### config.mk
export PLATFORM = sky130hd
export DESIGN_NAME = mem_wb_stage
export DESIGN_NICKNAME = d
export VERILOG_FILES = /design/src/rtl/mem_wb_stage.sv
export SDC_FILE = /design/constraint.sdc
export NUM_CORES = 1
export LEC_CHECK = 0
export ABC_AREA = 1
export ABC_CLOCK_PERIOD_IN_PS = 4900
export CORE_ASPECT_RATIO = 0.9
export CORE_MARGIN = 2
export CORE_UTILIZATION = 40
export DETAILED_ROUTE_END_ITERATION = 12
export HOLD_SLACK_MARGIN = 0.05
export PLACE_DENSITY_LB_ADDON = 0.08
export SYNTH_ARGS = -nofsm -noshare
export SYNTH_HDL_FRONTEND = slang
export SYNTH_SLANG_ARGS = --single-unit
### constraint.sdc
create_clock -name clk -period 4.9 [get_ports clk]
set_clock_uncertainty 0.05 [all_clocks]
set_input_delay 0.735 -clock clk [delete_from_list [all_inputs] [get_ports clk]]
set_output_delay 0.735 -clock clk [all_outputs]
set_load 0.1 [all_outputs]
### src/rtl/mem_wb_stage.sv
`default_nettype none
// ============================================================================
// Module   : mem_wb_stage
// Purpose  : MEM/WB pipeline register and load-result formatter. It captures
//            the instruction retiring from MEM and drives the register-file
//            write port. Load data arrives from the synchronous data RAM in the
//            first WB cycle. It is then byte/half selected (big-endian lanes)
//            and sign- or zero-extended.
// Ports    : clk, rst               - clock, synchronous active-high reset
//            mem_wreg/wd/wdata      - MEM-stage write intent, dest, ALU result
//            mem_ld_type/addr_lo    - load kind and effective address [1:0]
//            dmem_rdata             - RAM read word (valid in first WB cycle)
//            stall_mem/stall_wb     - pipeline stall controls
//            flush                  - discard the MEM->WB transfer
//            wb_we/waddr/wdata      - register-file write port
//            wb_misalign            - misaligned load reached WB (write dropped)
// Revision : 1.0 - initial release
// ============================================================================
module mem_wb_stage #(
    parameter int DATA_W = 32,
    parameter int ADDR_W = 5
) (
    input  logic              clk,
    input  logic              rst,
    input  logic              mem_wreg,
    input  logic [ADDR_W-1:0] mem_wd,
    input  logic [DATA_W-1:0] mem_wdata,
    input  logic [2:0]        mem_ld_type,
    input  logic [1:0]        mem_addr_lo,
    input  logic [DATA_W-1:0] dmem_rdata,
    input  logic              stall_mem,
    input  logic              stall_wb,
    input  logic              flush,
    output logic              wb_we,
    output logic [ADDR_W-1:0] wb_waddr,
    output logic [DATA_W-1:0] wb_wdata,
    output logic              wb_misalign
);

    localparam logic [2:0] c_LD_NONE = 3'd0;
    localparam logic [2:0] c_LD_LB   = 3'd1;
    localparam logic [2:0] c_LD_LBU  = 3'd2;
    localparam logic [2:0] c_LD_LH   = 3'd3;
    localparam logic [2:0] c_LD_LHU  = 3'd4;
    localparam logic [2:0] c_LD_LW   = 3'd5;

    logic              r_wreg;
    logic [ADDR_W-1:0] r_wd;
    logic [DATA_W-1:0] r_wdata;
    logic [2:0]        r_ld_type;
    logic [1:0]        r_addr_lo;
    logic              r_first;
    logic [DATA_W-1:0] r_hold;

    logic [DATA_W-1:0] w_load_word;
    logic [7:0]        w_byte;
    logic [15:0]       w_half;
    logic [DATA_W-1:0] w_load_fmt;
    logic              w_misaligned;

    // ------------------------------------------------------------------------
    // Pipeline register
    // ------------------------------------------------------------------------
    always_ff @(posedge clk) begin
        if (rst || flush) begin
            r_wreg    <= 1'b0;
            r_wd      <= '0;
            r_wdata   <= '0;
            r_ld_type <= c_LD_NONE;
            r_addr_lo <= 2'd0;
            r_first   <= 1'b0;
            r_hold    <= '0;
        end else begin
            // The RAM word is only valid in the first WB cycle; keep a copy so
            // a load held by stall_wb keeps presenting the same data.
            if (r_first) begin
                r_hold <= dmem_rdata;
            end

            if (stall_mem && !stall_wb) begin
                // MEM cannot hand over but WB moves on: insert a bubble.
                r_wreg    <= 1'b0;
                r_ld_type <= c_LD_NONE;
                r_first   <= 1'b0;
            end else if (!stall_mem) begin
                r_wreg    <= mem_wreg;
                r_wd      <= mem_wd;
                r_wdata   <= mem_wdata;
                // Reserved encodings 6/7 behave as "not a load".
                r_ld_type <= (mem_ld_type > c_LD_LW) ? c_LD_NONE : mem_ld_type;
                r_addr_lo <= mem_addr_lo;
                r_first   <= 1'b1;
            end else begin
                r_first   <= 1'b0;
            end
        end
    end

    // ------------------------------------------------------------------------
    // Load formatting (RAM data is zero-cycle to the write port on first cycle)
    // ------------------------------------------------------------------------
    assign w_load_word = r_first ? dmem_rdata : r_hold;

    always_comb begin
        w_byte = 8'h00;
        case (r_addr_lo)
            2'd0:    w_byte = w_load_word[DATA_W-1  -: 8];
            2'd1:    w_byte = w_load_word[DATA_W-9  -: 8];
            2'd2:    w_byte = w_load_word[DATA_W-17 -: 8];
            default: w_byte = w_load_word[DATA_W-25 -: 8];
        endcase
    end

    assign w_half = r_addr_lo[1] ? w_load_word[DATA_W-17 -: 16]
                                 : w_load_word[DATA_W-1  -: 16];

    always_comb begin
        w_load_fmt = w_load_word;
        case (r_ld_type)
            c_LD_LB:  w_load_fmt = {{(DATA_W-8){w_byte[7]}}, w_byte};
            c_LD_LBU: w_load_fmt = {{(DATA_W-8){1'b0}}, w_byte};
            c_LD_LH:  w_load_fmt = {{(DATA_W-16){w_half[15]}}, w_half};
            c_LD_LHU: w_load_fmt = {{(DATA_W-16){1'b0}}, w_half};
            default:  w_load_fmt = w_load_word;
        endcase
    end

    assign w_misaligned = (((r_ld_type == c_LD_LH) || (r_ld_type == c_LD_LHU)) && r_addr_lo[0])
                        || ((r_ld_type == c_LD_LW) && (r_addr_lo != 2'd0));

    // ------------------------------------------------------------------------
    // Write port. Register 0 is never written.
    // ------------------------------------------------------------------------
    assign wb_waddr    = r_wd;
    assign wb_we       = r_wreg && !w_misaligned && (r_wd != '0);
    assign wb_wdata    = (r_ld_type != c_LD_NONE) ? w_load_fmt : r_wdata;
    assign wb_misalign = w_misaligned && r_first;

endmodule
`default_nettype wire

==> metrics, run 1 <==
status finished, final reports clean; H-tree depth 3; Routed WL approximately 14000 um; Final Hold Fails 0; sequential share of the synthesized area around a third; First-pass DRT Iterations 5; first-pass GRT wire length 22000 um; worst path cell trace inv_1 > nor2_1 > nand2_1 > nand3_1 > nand2_1 > nand3_1 > nand2_1 > nand2_1 > buf_4; worst vdd ir around 220 uV; CTS hold repair buffers 0; critical path's most frequent cell nand2_1; Power Density roughly 300 nW/um2; Post-Synthesis Cells 730; Crit Path Category flop to primary output; Worst-Margin Slew around 1200 ps; Placed Cells incl. Taps about 950; GRT Util Overall between 20% and 30%; slowest cell on the critical path dfxtp_1; synthesized flop and latch total 76; Setup crit end kind primary output; Avg Vias per Cell approximately 4.9; sw frac a little under a third; Post-Syn Area 4340 um2; max_cap viols 0; Area Growth Syn to Fin 32.3%; grt ovf 0; die width 114 um; CTS tree done; Slew headroom between 10% and 20%; Crit Path Max Fanout 25; Internal Power between 1 and 1.5 mW; Die H between 100 and 150 um; multi-input combinational cell area 2300 um2; WHS 411 ps; 1st-iter DRT viols 268; GP Congestion 0.866; final core utilization 53.8%; setup violators final 0; Worst Hold Class flop to flop; post-CTS setup buffer count 0; IO Port Bufs 118; achievable clock frequency 251 MHz; PostCTS Resize Cnt 0; CP max stage delay approximately 940 ps; Tmin final 3990 ps; Finished Layout Cells 960; Initial Util 40.6%; RSZ-0062 raised after global routing no; Power Total 1.72 mW; syn_area_per_cell between 5 and 6 um2; Seq pwr share between 30% and 40%; Yosys warning count 0; Post-Syn Nets 810; maximum clock path buffer count 2; number of global-route vias before repair 4653; DIE AREA between 10000 and 15000 um2; Worst Path Arrival around 3200 ps; ANT cells 0; Cell variety after synth 29; DR vias ~4700; net switching power 541 uW; Row Count 36; TritonCTS Buffers 9; IO Pins about 120; Nets roughly 900; LEAKAGE between 2 and 3 nW; clock slew seen by the registers of the worst setup and hold paths approximately 60 ps; clock share of power between 30% and 40%; WP data required 4120 ps; Max Slew Vio Count 0; DR WL/cell between 10 and 15 um; Root Driver clkbuf_16; worst skew pair latency 330 ps; largest net degree at the start of global routing just over 70; number of routed nets with antenna violations 0; number of fill cells 1111; storage element area around 1500 um2; total core area roughly 11000 um2; layout cells sized above 1 under 10%; Setup crit start kind flop; DRC Markers 0; Post-DP HPWL around 10000 um; part of the power in combinational logic 24.6%; CTS Sinks 76; initial antenna violation count 0; Setup TNS 0 ps; period utilisation layout between 80% and 90%
cells in the mapped netlist (all sizes together):
library cell / count / share of area [%]
nand2: 327 / 29
inv: 90 / 7.8
dfxtp: 76 / 35
a21oi: 60 / 6.9
nand3: 50 / 5.9
nor2: 36 / 4.1
clkbuf: 22 / 1.9
o21ai: 21 / 2.4
buf: 16 / 2.2
or2: 16 / 2.3
and2: 5 / 0.72
o211ai: 5 / 0.87
nand3b: 2 / 0.35
a211oi: 1 / 0.17
mux2i: 1 / 0.23
nand4: 1 / 0.29
nor3: 1 / 0.12
sequential cells by signal, summed over array words and instances (netlist names):
signal,count
r_hold,32
wb_waddr,5
r_wdata,32
r_addr_lo,2
r_first,1
r_wreg,1
r_ld_type,3
per-layer routing:
layer | GRT usage (%) | vias to the layer above | share of wire [%]
li1 | - | 2414 | -
met1 | 29.9 | 2080 | 44
met2 | 41.4 | 146 | 47
met3 | 4.82 | 32 | 5.6
met4 | 10.8 | 0 | 3.1
met5 | 0 | - | 0
layout by cell type, fill, tap and decap left out, types with 2 or more instances in the layout:
| cell | netlist | final |
|---|---|---|
| a21oi_1 | 60 | 60 |
| and2_1 | 5 | 5 |
| buf_4 | 1 | 35 |
| clkbuf_16 | 0 | 9 |
| clkbuf_8 | 0 | 2 |
| clkdlybuf4s50_1 | 0 | 86 |
| dfxtp_1 | 76 | 76 |
| inv_1 | 85 | 85 |
| inv_2 | 5 | 5 |
| nand2_1 | 323 | 323 |
| nand2_2 | 3 | 3 |
| nand3_1 | 49 | 49 |
| nand3b_1 | 2 | 2 |
| nor2_1 | 31 | 31 |
| nor2_4 | 3 | 3 |
| o211ai_1 | 5 | 5 |
| o21ai_0 | 10 | 10 |
| o21ai_1 | 11 | 11 |
| or2_0 | 4 | 4 |
| or2_2 | 12 | 12 |
path summary, 6_finish.rpt:
path / from / end / slack [ps] / cells past startpoint
max reg2reg: r_addr_lo[1]$_SDFFE_PP0P_ / r_addr_lo[1]$_SDFFE_PP0P_ / 3090 / 2
max: r_addr_lo[1]$_SDFFE_PP0P_ / wb_wdata[3] / 910 / 9
min: r_wdata[31]$_SDFFE_PP0P_ / r_wdata[31]$_SDFFE_PP0P_ / 410 / 2
min reg2reg: r_wdata[31]$_SDFFE_PP0P_ / r_wdata[31]$_SDFFE_PP0P_ / 410 / 2
power by group through the flow:
stage | Combinational (mW) | Clock (mW) | Sequential, mW
after floorplan | 0.283 | 0 | 0.662
after global placement | 0.424 | 0 | 0.656
after detailed placement | 0.425 | 0 | 0.657
after CTS | 0.426 | 0.668 | 0.644
after global routing | 0.455 | 0.692 | 0.645
final | 0.424 | 0.656 | 0.644
cells by family (layout without fill, tap and decap cells):
family,after synthesis,after routing,share of synthesized area [%]
compound gates,87,87,10.4
mux,1,1,0.231
flops,76,76,35.1
buf+inv,128,225,11.9
simple gates,438,438,42.4
final cells by class:
class | count | share of cell area [%]
timing repair buffer | 121 | 19.6
inverter | 90 | 5.89
clock inverter | 2 | 0.610
sequential | 76 | 26.5
tap | 133 | 2.90
multi-input combinational | 526 | 40.0
clock buffer | 12 | 4.47
worst max-delay path: cells and delay by family (launching register included):
kind                   cells  cell delay (ps)
buffers and inverters      2              780
and+or+nand+nor            7             1120
DFF                        1              940
through the flow:
stage	setup slack, ps	area [um2]
detailed placement	1300	5450
global placement	1270	5450
floorplan	1260	4340
finish	910	5740
CTS	937	5740
global route	657	5740
Note: power is estimated with default switching activity, not from simulation.
==> inputs of run 2 (changes only) <==
--- a/config.mk
+++ b/config.mk
@@ -6,7 +6,7 @@
 export NUM_CORES = 1
 export LEC_CHECK = 0
 export ABC_AREA = 1
-export ABC_CLOCK_PERIOD_IN_PS = 4900
+export ABC_CLOCK_PERIOD_IN_PS = 3800
 export CORE_ASPECT_RATIO = 0.9
 export CORE_MARGIN = 2
 export CORE_UTILIZATION = 40
==> constraint.sdc (replaced) <==
create_clock -name clk -period 3.8 [get_ports clk]
set_clock_uncertainty 0.05 [all_clocks]
set_input_delay 0.57 -clock clk [delete_from_list [all_inputs] [get_ports clk]]
set_output_delay 0.57 -clock clk [all_outputs]
set_load 0.1 [all_outputs]
==> metrics, run 2 (synthesis results as in run 1) <==
die width around 110 um; Die H between 100 and 150 um; most frequent cells in the layout nand2_1 (323), inv_1 (85), clkdlybuf4s50_1 (84); worst path cell trace inv_2 > nand2_1 > nand3_1 > nand2_1 > inv_1 > nand2_1 > nand3_2 > nand3_1 > nand2_1 > inv_1 > buf_12; slowest cell on the critical path dfxtp_1; Setup crit start kind flop; Finished Layout Cells 966; Final Hold Fails 0; DR WL/cell around 14 um; CP max stage delay 570 ps; Post-DP HPWL roughly 10000 um; CTS hold repair buffers 0; Routed WL around 14000 um; status finished, final reports clean; CTS Sinks 76; Setup crit end kind primary output; ANT cells 0; CTS tree done; Worst Path Arrival roughly 2700 ps; LEAKAGE 2.89 nW; initial antenna violation count 0; critical path's most frequent cell nand2_1; worst skew pair latency between 300 and 400 ps; Worst Hold Class flop to flop; max_cap viols 0; layout cells sized above 1 between 10 and 15%; TritonCTS Buffers 9; maximum clock path buffer count 2; IO Pins 119; Avg Vias per Cell 4.81; Finished Cell Area between 6000 and 7000 um2; number of routed nets with antenna violations 0; WP data required ~3200 ps; post-CTS setup buffer count 0; IO Port Bufs about 120; crit-path leading delay family simple AND/OR/NAND/NOR gates; 1st-iter DRT viols 275; commonest non-fill, non-tap cell in the layout nand2_1; Max Slew Vio Count 0; Crit Path Category flop to primary output; DIE AREA ~12000 um2; DRC Markers 0; achievable clock frequency 301 MHz; Setup TNS 0 ps; Power Total ~2.3 mW; Tmin final roughly 3300 ps; PostCTS Resize Cnt 0; largest net degree at the start of global routing 71; Slew headroom roughly 16%; setup violators final 0; Placed Cells incl. Taps 950; Power Density between 300 and 400 nW/um2; GRT Util Overall about a quarter; Initial Util 40.6%; worst vdd ir 291 uV; period utilisation layout between 80% and 90%; final core utilization between 50 and 60%; Row Count 36; GP Congestion about 0.87; placed cell area slightly below 6000 um2; grt ovf 0; clock slew seen by the registers of the worst setup and hold paths about 60 ps; H-tree depth 3; WP buf/inv 4; DR vias between 4000 and 5000; Root Driver clkbuf_16; Area Growth Syn to Fin 41.5%; Crit Path Max Fanout 25; total core area about 11000 um2; RSZ-0062 raised after global routing no; Nets 908; Worst-Margin Slew approximately 1300 ps; number of global-route vias before repair 4584; First-pass DRT Iterations 5; number of fill cells approximately 1100; first-pass GRT wire length around 22000 um
[run 2: cell types whose count changed in the layout (fill, tap and decap cells not counted)]
cell,previous run,this run
bufinv_16,1,0
buf_4,35,11
clkdlybuf4s50_1,86,84
clkinvlp_4,0,2
buf_12,0,30
clkbuf_8,2,3
[run 2: area by class of cell]
type / instances / area [um2] / share of cell area [%]
flip-flops and latches: 76 / 1520 / 24.8
repair buffers: 125 / 1520 / 24.8
clock buffers: 13 / 270 / 4.40
clock inverters: 3 / 20.0 / 0.326
inverters: 90 / 338 / 5.50
well taps: 133 / 166 / 2.71
multi-input cells: 526 / 2300 / 37.4
[run 2: worst min-delay path, stage by stage, from the launching register on]
cell     delay (ps)
dfxtp_1         310
nand2_1          60
a21oi_1          50
[run 2: final timing paths]
path / startpoint / to / slack [ps] / cells after the start
worst max-delay path: r_first$_SDFF_PP0_ / wb_wdata[23] / 480 / 11
worst min-delay path: r_wdata[17]$_SDFFE_PP0P_ / r_wdata[17]$_SDFFE_PP0P_ / 410 / 2
worst max register to register: r_first$_SDFF_PP0_ / r_hold[8]$_SDFF_PP0_ / 2140 / 4
worst min register to register: r_wdata[17]$_SDFFE_PP0P_ / r_wdata[17]$_SDFFE_PP0P_ / 410 / 2
[run 2: power by group]
part	total [mW]	switching (mW)	leakage [nW]	internal [mW]
clock network	0.826	0.332	0.138	0.495
registers	0.830	0.0131	0.617	0.817
logic	0.618	0.387	2.14	0.232
[run 2: metal layers]
layer / wire length, um / track usage [%] / vias up
met3: 694 / 5.35 / 30
met5: 0 / 0 / -
met1: 6100 / 30.8 / 2071
met2: 6270 / 39.9 / 130
li1: - / - / 2420
met4: 481 / 9.57 / 0
[run 2: through the flow]
step	hold slack [ps]	setup WS [ps]
after floorplan	391	486
final	413	478
after global routing	429	154
after CTS	414	448
after detailed placement	405	722
after global placement	399	750
